==> src/rtl/trail_pkg.sv <==
// trail_pkg
// Shared widths, the trail entry layout and the unwinder state encoding used by
// the trail stack and its pop-side controller.
//   VAR_W  variable index width
//   LVL_W  decision-level width
//   LIT_W  literal width, {sign, var}
//   ENT_W  packed trail entry width
package trail_pkg;

    localparam int VAR_W = 16;
    localparam int LVL_W = 16;
    localparam int LIT_W = VAR_W + 1;
    localparam int ENT_W = 1 + LVL_W + LIT_W;

    typedef struct packed {
        logic             is_decision;
        logic [LVL_W-1:0] level;
        logic [LIT_W-1:0] lit;
    } trail_entry_t;

    typedef enum logic [1:0] {
        IDLE,
        UNWIND,
        DONE
    } unwind_state_t;

endpackage

==> src/rtl/trail_unwinder.sv <==
// trail_unwinder
// Pop-side controller for the assignment trail. On a backtrack request it pops
// every trail entry whose decision level exceeds the latched target level and
// emits each popped literal as an unassign event over a valid/ready handshake.
// Ports:
//   clk, rst_n      clock, synchronous active-low reset
//   start           backtrack request, honoured only when idle
//   target_level    level to keep
//   abort           cancel an in-progress unwind
//   busy            high through UNWIND and DONE
//   done            one-cycle completion pulse
//   aborted         qualifies done when the unwind was cancelled
//   popped_count    entries popped by the last unwind
//   stk_top_data    combinational peek of the stack top
//   stk_empty       stack empty flag
//   stk_pop         pop strobe to the stack
//   ua_valid        unassign event valid
//   ua_ready        downstream accepts the event
//   ua_lit          literal being unassigned
module trail_unwinder
    import trail_pkg::*;
#(
    parameter int CNT_W = 8
) (
    input  logic             clk,
    input  logic             rst_n,
    input  logic             start,
    input  logic [LVL_W-1:0] target_level,
    input  logic             abort,
    output logic             busy,
    output logic             done,
    output logic             aborted,
    output logic [CNT_W-1:0] popped_count,
    input  trail_entry_t     stk_top_data,
    input  logic             stk_empty,
    output logic             stk_pop,
    output logic             ua_valid,
    input  logic             ua_ready,
    output logic [LIT_W-1:0] ua_lit
);

    unwind_state_t    state_q;
    unwind_state_t    state_d;
    logic [LVL_W-1:0] target_q;
    logic [CNT_W-1:0] count_q;
    logic             aborted_q;
    logic             need;
    logic             unused_is_decision;

    // The decision flag travels with the entry but plays no part in unwinding.
    assign unused_is_decision = stk_top_data.is_decision;

    // An entry must go while the stack holds something above the kept level.
    assign need = !stk_empty && (stk_top_data.level > target_q);

    assign popped_count = count_q;

    always_ff @(posedge clk) begin
        if (!rst_n) begin
            state_q <= IDLE;
        end else begin
            state_q <= state_d;
        end
    end

    always_comb begin
        state_d = state_q;
        case (state_q)
            IDLE: begin
                if (start) begin
                    state_d = UNWIND;
                end
            end
            UNWIND: begin
                if (abort || !need) begin
                    state_d = DONE;
                end
            end
            DONE: begin
                state_d = IDLE;
            end
            default: begin
                state_d = IDLE;
            end
        endcase
    end

    // Abort suppresses the pop even when the handshake completes in the same cycle.
    always_comb begin
        busy     = 1'b0;
        done     = 1'b0;
        aborted  = 1'b0;
        ua_valid = 1'b0;
        stk_pop  = 1'b0;
        ua_lit   = stk_top_data.lit;
        case (state_q)
            UNWIND: begin
                busy     = 1'b1;
                ua_valid = need;
                stk_pop  = need && ua_ready && !abort;
            end
            DONE: begin
                busy    = 1'b1;
                done    = 1'b1;
                aborted = aborted_q;
            end
            default: begin
            end
        endcase
    end

    // Target and counter are captured at start; the counter saturates rather than wrapping.
    always_ff @(posedge clk) begin
        if (!rst_n) begin
            target_q  <= '0;
            count_q   <= '0;
            aborted_q <= 1'b0;
        end else begin
            case (state_q)
                IDLE: begin
                    if (start) begin
                        target_q  <= target_level;
                        count_q   <= '0;
                        aborted_q <= 1'b0;
                    end
                end
                UNWIND: begin
                    if (abort) begin
                        aborted_q <= 1'b1;
                    end
                    if (stk_pop && (count_q != '1)) begin
                        count_q <= count_q + CNT_W'(1);
                    end
                end
                default: begin
                end
            endcase
        end
    end

endmodule

==> config.mk <==
export PLATFORM = sky130hd
export DESIGN_NAME = trail_unwinder
export DESIGN_NICKNAME = d
export VERILOG_FILES = /design/src/rtl/trail_pkg.sv /design/src/rtl/trail_unwinder.sv
export SDC_FILE = /design/constraint.sdc
export NUM_CORES = 1
export LEC_CHECK = 0
export ABC_AREA = 0
export CORE_ASPECT_RATIO = 1.4
export CORE_UTILIZATION = 41
export CTS_CLUSTER_DIAMETER = 80
export DETAILED_ROUTE_END_ITERATION = 7
export GPL_TIMING_DRIVEN = 1
export PLACE_DENSITY = 0.81
export SYNTH_ARGS = -nofsm -noshare
export SYNTH_HDL_FRONTEND = slang
export SYNTH_SLANG_ARGS = --single-unit
==> constraint.sdc <==
create_clock -name clk -period 3.15 [get_ports clk]
set_input_delay 0.63 -clock clk [delete_from_list [all_inputs] [get_ports clk]]
set_output_delay 0.63 -clock clk [all_outputs]
set_load 0.03 [all_outputs]
==> load_flow_metrics.sql, run 1 <==
INSERT INTO impl_metrics (metric_group, metric, value, unit) VALUES
('power_and_ir_drop', 'vdd_drop_max', '257', 'uV'),
('timing', 'post-route-period-util', '0.979', ''),
('status', 'outcome', 'finished, violations left', ''),
('clock_network', 'htree_levels', '1', ''),
('power_and_ir_drop', 'power_density_relative_to_cell_area', '470', 'nW/um^2'),
('logic_synthesis', 'fraction_of_synthesized_cell_area_taken_by_the_top_area_cell_type', '0.307', ''),
('finish', 'multi_input_area', '1110', 'sq um'),
('finish', 'fin_nets', '345', ''),
('critical_path', 'critPathKind', 'primary input to primary output', ''),
('placement', 'final_estimated_routing_congestion_in_global_placement', '0.800', ''),
('route', 'route.vias.total', '1615', ''),
('critical_path', 'critPathBufInv', '2', ''),
('grt', 'largest_net_degree_at_the_start_of_global_routing', '20', ''),
('finish', 'final-seq-area', '541', 'sq um'),
('finish', 'drive_above_1_share', '0.139', ''),
('logic_synthesis', 'cell_area_synth', '1760', 'sq um'),
('floorplanning', 'die_width', '57.3', 'um'),
('route', 'wirelength', '4.08', 'mm'),
('logic_synthesis', 'sequential_fraction_of_the_synthesis_area', '0.307', ''),
('placement', 'port_buffers', '50', ''),
('floorplanning', 'chipHeight', '79.5', 'um'),
('route', 'drtPass1Iterations', '6', ''),
('clock_network', 'cts.reportedPaths.clkPinSlew', '0.10', 'ns'),
('critical_path', 'start_kind', 'primary input', ''),
('finish', 'nFillCells', '362', ''),
('critical_path', 'cp_slowest_cell', 'sky130_fd_sc_hd__or4_4', ''),
('clock_network', 'cts.root.buffer_cell', 'sky130_fd_sc_hd__clkbuf_8', ''),
('floorplanning', 'fp.dieArea', '4560', 'sq um'),
('status', 'failed_checks', 'design-rule violations', ''),
('clock_network', 'clockBufferDepth', '2', ''),
('finish', 'layout_commonest_cell', 'sky130_fd_sc_hd__nand2_1', ''),
('grt', 'first_pass_grt_wire_length', '7.00', 'mm'),
('grt', 'grt.total_usage', '0.192', ''),
('finish', 'post_layout_nonfiller_instances', '310', ''),
('logic_synthesis', 'synth_largest_area_cell', 'sky130_fd_sc_hd__dfxtp_1', ''),
('timing', 'fmax', '324', 'MHz'),
('route', 'detailed_router_s_first_iteration_violation_count', '43', ''),
('route', 'post-route-drc-count', '6', ''),
('clock_network', 'tritoncts_num_sinks', '27', ''),
('critical_path', 'timing.critical_path.fanout_max', '3', ''),
('placement', 'placed_cells_incl_taps', '304', ''),
('placement', 'hpwlAfterDp', '3.07', 'mm'),
('clock_network', 'hold_buffers', '0', ''),
('logic_synthesis', 'avgSynthCellArea', '7.88', 'sq um'),
('critical_path', 'worstPathArrival', '2.46', 'ns'),
('floorplanning', 'coreArea', '4020', 'sq um'),
('critical_path', 'timing.critical_path.cells', 'dlygate4sd2_1 -> ha_4 -> a21oi_1 -> nand2_1 -> a22o_1 -> or4_4 -> nand2_4 -> nor2_1 -> buf_4', ''),
('route', 'routed_wire_length_per_instance', '13.2', 'um'),
('finish', 'layout_common_cells', 'sky130_fd_sc_hd__nand2_1, sky130_fd_sc_hd__clkdlybuf4s50_1, sky130_fd_sc_hd__dfxtp_1', ''),
('timing', 'worst-slew-pin-transition', '0.577', 'ns'),
('finish', 'syn2layout_area_growth', '37.1', '%'),
('logic_synthesis', 'synthCells', '223', ''),
('timing', 'rsz_0062_raised_after_global_routing', 'false', ''),
('route', 'antenna_violating_nets_post_route', '0', ''),
('timing', 'worst_slew_margin_rel', '0.615', ''),
('floorplanning', 'rows', '27', ''),
('critical_path', 'crit_family', 'simple AND/OR/NAND/NOR gates', ''),
('logic_synthesis', 'synthesis.nets', '300', ''),
('min_path', 'tightest_hold_check_type', 'register to register', ''),
('critical_path', 'delay_contributed_by_the_slowest_stage_of_the_critical_path', '0.56', 'ns'),
('logic_synthesis', 'post_synth_main_area_contributors', 'sky130_fd_sc_hd__dfxtp_1, sky130_fd_sc_hd__ha_1, sky130_fd_sc_hd__nand2_1', ''),
('floorplanning', 'io_pins', '86', ''),
('flow_run', 'maxCapViolCount', '0', ''),
('logic_synthesis', 'synth.ff_latch_count', '27', ''),
('route', 'detail_route.vias_per_cell', '5.21', ''),
('finish', 'ant_diodes', '0', ''),
('grt', 'first_global_vias', '1686', ''),
('logic_synthesis', 'synth_warnings', '0', ''),
('timing', 'fin_skew', '0.00637', 'ns'),
('clock_network', 'cts_tree', 'yes', ''),
('clock_network', 'clk_lat_worst_skew', '0.27', 'ns');
-- worst reg2reg max path, cell delays in order (launching register included) --
cell and delay [ns]:
sky130_fd_sc_hd__dfxtp_1 0.35, sky130_fd_sc_hd__inv_1 0.05, sky130_fd_sc_hd__ha_1 0.28, sky130_fd_sc_hd__nand4_1 0.14
sky130_fd_sc_hd__buf_4 0.18, sky130_fd_sc_hd__nor4_4 0.27, sky130_fd_sc_hd__a21boi_1 0.19, sky130_fd_sc_hd__or4_4 0.15
sky130_fd_sc_hd__buf_4 0.13, sky130_fd_sc_hd__nand3_4 0.09, sky130_fd_sc_hd__o2111a_1 0.24, sky130_fd_sc_hd__or3_1 0.37
-- cells by family (layout without fill, tap and decap cells) --
| group | after synthesis | in the layout | synth area share |
|---|---|---|---|
| buf+inv | 44 | 88 | 0.130 |
| simple gates | 81 | 81 | 0.232 |
| fa+ha+maj | 21 | 21 | 0.149 |
| mux | 1 | 1 | 0.00569 |
| compound gates | 49 | 49 | 0.175 |
| flops | 27 | 27 | 0.307 |
-- worst paths after layout --
| kind | startpoint | endpoint | slack (ns) | cells past startpoint |
|---|---|---|---|---|
| worst max-delay path | stk_top_data[31] | stk_pop | 0.06 | 9 |
| worst min-delay path | target_q[11] | target_q[11] | 0.46 | 2 |
| worst max register to register | target_q[10] | popped_count[7] | 0.60 | 11 |
| worst min register to register | target_q[11] | target_q[11] | 0.46 | 2 |
-- layer usage --
metal | vias up | part of all wire | track usage
met2 | 27 | 0.55 | 0.371
li1 | 824 | - | -
met3 | 6 | 0.037 | 0.0227
met1 | 758 | 0.40 | 0.204
met5 | - | 0 | 0
met4 | 0 | 0.013 | 0.0756
-- sequential cells by signal (all words and copies together), names as in the netlist --
name and flops:
target_q 16, state_q 2, popped_count 8, aborted_q 1
-- what timing repair did --
action	CTS	global route
endpoints found under the setup margin	2	2
gates cloned	0	0
pin swaps	15	9
gates resized for setup	24	3
setup buffers	1	1
-- where the power goes --
group	internal, mW	leakage (nW)	switching [mW]
Clock	0.0898	0.0217	0.113
Sequential	0.384	0.220	0.0247
Combinational	0.232	0.735	0.289
-- synth_stat cells (all sizes together) --
cell type	number
and4	1
nand2b	6
nor2	9
nor3	2
nor4	1
or4	1
o2111a	2
inv	22
buf	17
dfxtp	27
and2	2
o211ai	2
nor2b	1
clkbuf	4
o21ai	10
nand2	42
a22o	1
o221a	1
a21oi	25
ha	21
clkinv	1
or3	4
a31oi	2
o21a	1
nand3	5
a21boi	1
a21o	1
nand4	2
o31ai	2
mux2i	1
a221oi	1
and3	5
-- final cells by class --
| type | count | share of cell area |
|---|---|---|
| multi-input cells | 152 | 0.461 |
| inverters | 23 | 0.0358 |
| flip-flops and latches | 27 | 0.224 |
| clock buffers | 3 | 0.0171 |
| clock inverters | 1 | 0.00312 |
| repair buffers | 61 | 0.237 |
| well taps | 43 | 0.0223 |
-- through the flow --
step	util	instance area [sq um]
6_report	0.599	2410
3_5_place_dp	0.555	2230
3_3_place_gp	0.555	2230
5_1_grt	0.599	2410
4_1_cts	0.596	2390
2_1_floorplan	-	1760
No activity file was read; power rests on OpenSTA's default activity.
==> inputs of run 2 (changes only) <==
- TNS_END_PERCENT: not set -> 5
==> results of run 2 <==
No change in the layout: final DEF, timing and power equal those of run 1.
